## src/rtl/perceptron_seq_if.sv

```systemverilog
// Register-file write port, evaluation handshake and result bus of perceptron_seq.
interface perceptron_seq_if;
  logic       wr_en;
  logic [1:0] wr_sel;
  logic [3:0] wr_addr;
  logic [7:0] wr_data;
  logic       start;
  logic       busy;
  logic       done;
  logic [7:0] result;
  logic       wr_err;

  modport master (
    output wr_en, wr_sel, wr_addr, wr_data, start,
    input  busy, done, result, wr_err
  );

  modport slave (
    input  wr_en, wr_sel, wr_addr, wr_data, start,
    output busy, done, result, wr_err
  );
endinterface

```

## src/rtl/perceptron_seq.sv

```systemverilog
// Sequential perceptron: bias + sum(X[i]*W[i]) through one shared 9x8 signed
// multiplier, one product per cycle, followed by ReLU and saturation to 8 bits.
module perceptron_seq #(
  parameter int N_IN  = 4,
  parameter int ACC_W = 24
) (
  input  logic            clk,
  input  logic            rst,
  perceptron_seq_if.slave bus
);
  localparam int IDX_W = (N_IN > 1) ? $clog2(N_IN) : 1;
  localparam logic [IDX_W-1:0] LAST_IDX = IDX_W'(N_IN - 1);
  localparam logic [4:0] N_IN_V = 5'(N_IN);
  localparam logic signed [ACC_W-1:0] SAT_MAX = ACC_W'(255);

  typedef enum logic [1:0] {IDLE, MAC, ACT} state_e;

  state_e                   state_q;
  logic signed [ACC_W-1:0]  acc_q;
  logic [IDX_W-1:0]         idx_q;
  logic                     busy_q;
  logic                     done_q;
  logic                     wr_err_q;
  logic [7:0]               result_q;
  logic [7:0]               x_q [N_IN];
  logic signed [7:0]        w_q [N_IN];
  logic signed [7:0]        bias_q;

  logic                     wr_accept_d;
  logic                     wr_err_d;
  logic                     addr_ok;
  logic [IDX_W-1:0]         wr_idx;
  logic signed [16:0]       prod;
  logic [7:0]               result_d;

  assign addr_ok = {1'b0, bus.wr_addr} < N_IN_V;
  assign wr_idx  = bus.wr_addr[IDX_W-1:0];
  // X is unsigned, so it gets a zero MSB before the signed multiply.
  assign prod    = $signed({1'b0, x_q[idx_q]}) * w_q[idx_q];

  always_comb begin
    // NOTE: every always_comb output gets a default first so no latch is inferred.
    wr_accept_d = 1'b0;
    wr_err_d    = 1'b0;
    if (bus.wr_en) begin
      if (busy_q || bus.wr_sel == 2'd3 || (bus.wr_sel != 2'd2 && !addr_ok))
        wr_err_d = 1'b1;
      else
        wr_accept_d = 1'b1;
    end
  end

  always_comb begin
    result_d = acc_q[7:0];
    if (acc_q[ACC_W-1] || acc_q == '0) result_d = 8'd0;
    else if (acc_q > SAT_MAX)          result_d = 8'd255;
  end

  // NOTE: sequential state uses non-blocking assignments only, so every
  // register samples pre-edge values (e.g. start sees the old bias).
  always_ff @(posedge clk) begin
    if (rst) begin
      state_q  <= IDLE;
      acc_q    <= '0;
      idx_q    <= '0;
      busy_q   <= 1'b0;
      done_q   <= 1'b0;
      wr_err_q <= 1'b0;
      result_q <= '0;
      bias_q   <= '0;
      // NOTE: the register file is reset explicitly because a reset must
      // leave all weights, inputs and bias at zero.
      for (int i = 0; i < N_IN; i++) begin
        x_q[i] <= '0;
        w_q[i] <= '0;
      end
    end else begin
      done_q   <= 1'b0;
      wr_err_q <= wr_err_d;

      if (wr_accept_d) begin
        case (bus.wr_sel)
          2'd0:    x_q[wr_idx] <= bus.wr_data;
          2'd1:    w_q[wr_idx] <= bus.wr_data;
          default: bias_q      <= bus.wr_data;
        endcase
      end

      case (state_q)
        IDLE: begin
          if (bus.start) begin
            acc_q   <= ACC_W'(bias_q);
            idx_q   <= '0;
            busy_q  <= 1'b1;
            state_q <= MAC;
          end
        end
        MAC: begin
          acc_q <= acc_q + ACC_W'(prod);
          idx_q <= idx_q + 1'b1;
          if (idx_q == LAST_IDX) state_q <= ACT;
        end
        ACT: begin
          result_q <= result_d;
          done_q   <= 1'b1;
          busy_q   <= 1'b0;
          state_q  <= IDLE;
        end
        default: state_q <= IDLE;
      endcase
    end
  end

  assign bus.busy   = busy_q;
  assign bus.done   = done_q;
  assign bus.result = result_q;
  assign bus.wr_err = wr_err_q;
endmodule

```

## src/flat_wrapper.sv

```systemverilog
// flat-port wrapper written by rule: the top's interface ports become plain ports
module perceptron_seq_flat 
#(
  parameter int N_IN  = 4,
  parameter int ACC_W = 24
)
  (clk, rst, bus_wr_en, bus_wr_sel, bus_wr_addr, bus_wr_data, bus_start, bus_busy, bus_done, bus_result, bus_wr_err);
  perceptron_seq_if bus_i ();
  input  logic clk;
  input  logic rst;
  input wire logic [$bits(bus_i.wr_en)-1:0] bus_wr_en;
  input wire logic [$bits(bus_i.wr_sel)-1:0] bus_wr_sel;
  input wire logic [$bits(bus_i.wr_addr)-1:0] bus_wr_addr;
  input wire logic [$bits(bus_i.wr_data)-1:0] bus_wr_data;
  input wire logic [$bits(bus_i.start)-1:0] bus_start;
  output wire logic [$bits(bus_i.busy)-1:0] bus_busy;
  output wire logic [$bits(bus_i.done)-1:0] bus_done;
  output wire logic [$bits(bus_i.result)-1:0] bus_result;
  output wire logic [$bits(bus_i.wr_err)-1:0] bus_wr_err;
  assign bus_i.wr_en = bus_wr_en;
  assign bus_i.wr_sel = bus_wr_sel;
  assign bus_i.wr_addr = bus_wr_addr;
  assign bus_i.wr_data = bus_wr_data;
  assign bus_i.start = bus_start;
  assign bus_busy = bus_i.busy;
  assign bus_done = bus_i.done;
  assign bus_result = bus_i.result;
  assign bus_wr_err = bus_i.wr_err;
  perceptron_seq #(.N_IN(N_IN), .ACC_W(ACC_W)) u_core (.clk(clk), .rst(rst), .bus(bus_i));
endmodule
```

## config.mk

```make
export PLATFORM = sky130hd
export DESIGN_NAME = perceptron_seq_flat
export DESIGN_NICKNAME = d
export VERILOG_FILES = /design/src/rtl/perceptron_seq_if.sv /design/src/rtl/perceptron_seq.sv /design/src/flat_wrapper.sv
export SDC_FILE = /design/constraint.sdc
export NUM_CORES = 1
export LEC_CHECK = 0
export BUFFER_PORTS_ARGS = -buffer_cell sky130_fd_sc_hd__buf_2
export CAP_MARGIN = 0
export CORE_ASPECT_RATIO = 0.8
export CORE_UTILIZATION = 45
export CTS_BUF_LIST = sky130_fd_sc_hd__clkbuf_4
export DETAILED_ROUTE_END_ITERATION = 8
export GPL_TIMING_DRIVEN = 0
export HOLD_SLACK_MARGIN = 0.12
export MAX_ROUTING_LAYER = met4
export PLACE_DENSITY_LB_ADDON = 0.3
export SYNTH_ARGS = -nofsm -noshare
export SYNTH_HDL_FRONTEND = slang
export SYNTH_SLANG_ARGS = --single-unit
```

## constraint.sdc

```tcl
create_clock -name clk -period 5.5 [get_ports clk]
set_clock_uncertainty 0.15 [all_clocks]
set_input_delay 1.1 -clock clk [delete_from_list [all_inputs] [get_ports clk]]
set_output_delay 1.1 -clock clk [all_outputs]
set_load 0.02 [all_outputs]
```

## Word-level counts from Yosys, hierarchy flattened

Memories as Yosys holds them, arrays and structs flattened. A register that Yosys moved wholly into a read port is not among the register bits.
Cells that the tools add are included.

| word-level totals | value |
|---|---|
| flip-flop bits (word level) | 47 |
| bits of input ports | 18 |
| memory bits (writable) | 64 |
| memories kept | 2 |

Memories:

| name | words | width | rd ports | clocked after memory_dff | wr ports | line | source |
|---|---|---|---|---|---|---|---|
| u_core.w_q | 4 | 8 | 1 | 1 | 4 | perceptron_seq.sv:26 | `logic signed [7:0] w_q [N_IN];` |
| u_core.x_q | 4 | 8 | 1 | 1 | 4 | perceptron_seq.sv:25 | `logic [7:0] x_q [N_IN];` |

| operators by class | value |
|---|---|
| eq/ne operators | 8 |
| multipliers | 1 |
| muxes and demuxes | 35 |
| add/sub/neg operators | 2 |
| bitwise operators | 2 |
| reduce and logical (&&, ||, !) cells | 18 |
| order comparisons | 2 |

Operator list:

| kind | count |
|---|---|
| $pmux 24 s2 | 1 |
| $mux 8 | 4 |
| $add 24x17->24 | 1 |
| $gt 24x9->1 const B | 1 |
| $logic_not 24->1 | 1 |
| $mux 24 | 1 |
| $mux 2 | 9 |
| $mul 9x8->17 | 1 |
| $mux 1 | 17 |
| $reduce_or 8->1 | 2 |
| $pmux 2 s2 | 2 |
| $reduce_and 2->1 | 4 |
| $eq 2x2->1 const B | 3 |
| $eq 2x1->1 const B | 2 |
| $logic_not 2->1 | 2 |
| $lt 4x3->1 const B | 1 |
| $ne 2x2->1 const B | 2 |
| $reduce_bool 2->1 | 2 |
| $reduce_or 2->1 | 2 |
| $logic_or 1x1->1 | 3 |
| $add 2x1->2 const B | 1 |
| $ne 2x1->1 const B | 1 |
| $not 1->1 | 2 |
| $pmux 1 s2 | 1 |
| other kinds (2) | 2 |

## Longest topological paths before layout

| depth | value |
|---|---|
| word-level depth | 11 |
| mapped depth | 21 |
| mapped depth without buffers | 20 |

## Worst setup path before layout

OpenSTA, ideal clock, no wires.

| timing path | value |
|---|---|
| path kind | register to register |
| start | register (tool-made name) |
| end | register u_core.acc_q[18] |
| data arrival time | 5313 ps |
| library setup time | 134 ps |
| cell stages (with the launch flop) | 17 |
| period minus slack after synthesis | 5597 ps |
| required time | 5216 ps |
| path slack | -97 ps |
| buffers on the path | 2 |
| cells stage by stage | dfxtp_1 -> buf_6 -> buf_2 -> mux4_2 -> and2_1 -> fa_1 -> fa_1 -> fa_1 -> fa_1 -> ha_1 -> ha_1 -> a2111oi_0 -> o21a_1 -> o21ai_2 -> a41oi_1 -> xor2_1 -> o22ai_1 |

RTL lines:

| element | line | source |
|---|---|---|
| to (signal assigned) | perceptron_seq.sv:92 | `acc_q <= ACC_W'(bias_q);` |
| to (signal assigned) | perceptron_seq.sv:99 | `acc_q <= acc_q + ACC_W'(prod);` |
| to (decl) | perceptron_seq.sv:19 | `logic signed [ACC_W-1:0] acc_q;` |

==> run metrics <==
CTS clock-pin slew for the worst setup and hold paths about 0.10 ns; CP peak stage delay 0.63 ns; Seq/Total Area, Yosys between 30% and 40%; kind of critical path reg -> reg; Achievable Freq ~0.18 GHz; max cap viols 0; Synth Area in Simple Gates between 15 and 20%; Via Count between 5k and 6k; Logic pwr share 57.5%; critical path required time about 5.7 ns; endpoints failing setup 7; antenna violations before repair 1; CTS tree done; Final min period approximately 5.6 ns; Pins Over Slew Limit 0; HPWL after DPL between 10,000 and 15,000 um; first-pass GRT wire length between 30,000 and 40,000 um; final core occ between 50% and 60%; Yosys cell types 58; main flop type after synthesis edfxtp_1; Port Buffers 27; vias in the first global route approximately 5.7k; drc violations 0; Hold Fails Final Rpt 0; YS warnings 0; compound-gate portion of the synthesized area 9.528%; Peak supply drop between 0.2 and 0.3 mV; Arrival @ worst endpoint slightly below 6 ns; DRT Pass-1 Iters 5; Hold Buf Count CTS 0; vias per cell around 5.4; gr usage total a little under a quarter; Relative slew margins 40.41%; adder-cell share of the synthesized area 24.89%; register area 2904 sq um; flops & latches, synth 113; TritonCTS Buffers 17; core area around 17,000 sq um; setup slack after layout -0.1318 ns; leakage power 3.974 nW; total power 3.815 mW; largest net degree at the start of global routing 17; Cells after Synth roughly 740; part of the power in registers 26.5%; failing checks setup timing; Layout Nets 961; DIE WIDTH 150.8 um; Die Span Y between 100 and 150 um; CP delay by family, top adder cells; Final Routed Wirelength about 20,000 um; Net Sw Frac around 40%; I/O Pins 29; main combinational cell family by area after synthesis adder cells; Final period util 102.4%; crit path buf inv count 5; worst slew pin tran just under 0.9 ns; FILL cells roughly 1.5k; pwr dens approximately 410 nW/um^2; net switching power between 1.5 and 2 mW; ys async rst share 0%; Initial Util 46.01%; clock tree buffer depth 2; root buffer cell clkbuf_4; Area Overhead vs Synth 17.86%; RSZ-0062 raised after global routing true; Mean Syn Cell Area between 10 and 15 sq um; crit path cell chain buf_8 > buf_6 > buf_6 > mux4_2 > nand2_2 > fa_1 > inv_1 > fa_1 > fa_2 > fa_1 > fa_2 > ha_4 > o211ai_1 > o21a_2 > buf_6 > o21bai_1 > a21oi_1 > xnor2_1 > o22ai_1; worst hold path type reg -> reg; final antenna-violating net count 0; global route overflow 0; Internal 2.255 mW; Mapped Area 7971 sq um; DR WL/cell roughly 18 um; CP max FO 8; Clock Sinks between 100 and 150; die area around 18,000 sq um; DR iter-0 viols approximately 470; share of layout cells above drive strength 1 a little under a quarter; outcome complete, but fails checks; slowest cell on the critical path mux4_2; critical path launch point type register; htree depth 4; syn nets about 880; clk_lat worst skew ~0.53 ns; xor/xnor share of the synthesized area approximately 2.1%; Total Neg Setup Slack -0.4682 ns; clock network power share 15.9%; area of the multi-input gates 5095 sq um; mux contribution to synthesized area about 5.9%; RePlAce Congestion between 0.8 and 0.9; Crit. End Element register; number of synthesized flops with an enable pin 64; # rows 43
[routing by layer]
layer / wire length [um] / global-route usage, % / vias to the layer above
li1: - / - / 2727
met1: 9736 / 36.12 / 2822
met2: 8459 / 32.86 / 181
met3: 1227 / 3.835 / 6
met4: 77 / 4.188 / 0
met5: 0 / - / -
[state kept, by name (all words and copies together), names as in the netlist, named ones only]
signal and cells:
u_core.w_q 32, u_core.x_q 32, u_core.acc_q 24, u_core.bias_q 8
u_core.bus.result 8, u_core.idx_q 2, u_core.state_q 2, u_core.bus.busy 1
u_core.bus.done 1, u_core.bus.wr_err 1
[cell type report]
| type | count | share of cell area, % |
|---|---|---|
| Multi-Input combinational cell | 533 | 54.23 |
| Sequential cell | 113 | 30.91 |
| Timing Repair Buffer | 59 | 4.781 |
| Tap cell | 225 | 2.996 |
| Inverter | 73 | 2.956 |
| Clock inverter | 15 | 1.531 |
| Clock buffer | 17 | 1.358 |
| Buffer | 18 | 1.185 |
| Antenna cell | 2 | 0.05327 |
[tightest hold or removal path: stages, from the launching register on]
cell     delay (ns)
dfxtp_1        0.34
nand2_1        0.04
o21ai_0        0.06
[stage by stage]
stage	cell area (sq um)	std cells	hold slack, ns	setup WS [ns]
floorplan	7974	737	0.3015	0.001516
CTS	9226	1051	0.3314	-0.08246
global route	9393	1054	0.3441	-0.2965
detailed placement	8391	989	0.2909	-0.9296
global placement	8391	989	0.2934	-0.8967
finish	9395	1055	0.3249	-0.1318
[cells in the final DEF, fill, tap and decap left out, types with 5 or more instances in the layout]
master    Yosys  layout
and2_1       96      90
inv_1        73      68
ha_1         77      64
edfxtp_1     64      64
nor2_1       51      50
dfxtp_1      49      48
fa_1         51      46
nand2_1      49      43
a21oi_1      34      29
buf_2         4      29
buf_4         0      20
clkbuf_4      0      17
xnor2_1      16      16
mux4_2       13      15
ha_4          0      13
o21ai_0      16      11
buf_6         1      11
mux2i_1      10      10
clkbuf_1     11      10
o22ai_1       7       7
and2_4        0       6
nand2_2       0       6
or2_2         6       6
nand2b_1      8       6
nor4_1        6       6
a221oi_1      8       6
a22oi_1       6       6
nor2b_1       5       5
a21oi_2       0       5
fa_2          0       5
clkinv_1      0       5
clkinv_4      0       5
[path summary, 6_finish.rpt]
kind | startpoint | end | slack (ns) | cells after the start
hold reg to reg | u_core.bus.result[1] | u_core.bus.result[1] | 0.32 | 2
hold / removal | u_core.bus.result[1] | u_core.bus.result[1] | 0.32 | 2
setup / recovery | register | u_core.acc_q[14] | -0.13 | 19
setup reg to reg | register | u_core.acc_q[14] | -0.13 | 19
[cells by family after synthesis]
group	count (synthesis)
AO/OA/AOI/OAI	111
XOR/XNOR	19
adder cells (fa/ha/maj)	128
buffers and inverters	91
flip-flops	113
multiplexers	27
AND/OR/NAND/NOR	248
[cell usage after synthesis (all sizes together), types with 3 or more instances]
cell / n / area [sq um]
a21oi: 34 / 170.2
nor3b: 3 / 22.52
a211oi: 5 / 47.54
a221oi: 8 / 70.07
nand4: 3 / 18.77
ha: 77 / 963.4
and2: 96 / 600.6
nand2: 49 / 183.9
a22oi: 6 / 45.04
inv: 73 / 274.0
or2: 7 / 43.80
fa: 51 / 1021
nor2: 52 / 197.7
o21ai: 20 / 115.1
edfxtp: 64 / 1922
mux4: 15 / 345.3
nor4: 7 / 50.05
o21bai: 4 / 30.03
xnor2: 16 / 140.1
nor3: 10 / 82.58
a21o: 4 / 30.03
mux2i: 10 / 100.1
o22ai: 9 / 68.81
xor2: 3 / 26.28
dfxtp: 49 / 980.9
a31o: 3 / 26.28
clkbuf: 11 / 41.29
nor2b: 5 / 31.28
nand2b: 9 / 63.81
buf: 7 / 38.79
nand3: 5 / 25.02
o21a: 5 / 37.54
[timing repair]
action / CTS / global route
endpoints found under the setup margin: 18 / 16
buffers inserted: 29 / 4
cloned: 1 / 0
pin swaps: 45 / 40
gates resized for setup: 68 / 33
[power by group through the flow]
stage | clock network [mW] | registers (mW) | logic [mW]
2_1_floorplan | 0 | 1.00 | 1.19
3_3_place_gp | 0 | 1.02 | 1.49
3_5_place_dp | 0 | 1.03 | 1.50
4_1_cts | 0.613 | 1.01 | 1.97
5_1_grt | 0.651 | 1.02 | 2.42
6_report | 0.608 | 1.01 | 2.20
Note: power is estimated with default switching activity, not from simulation.
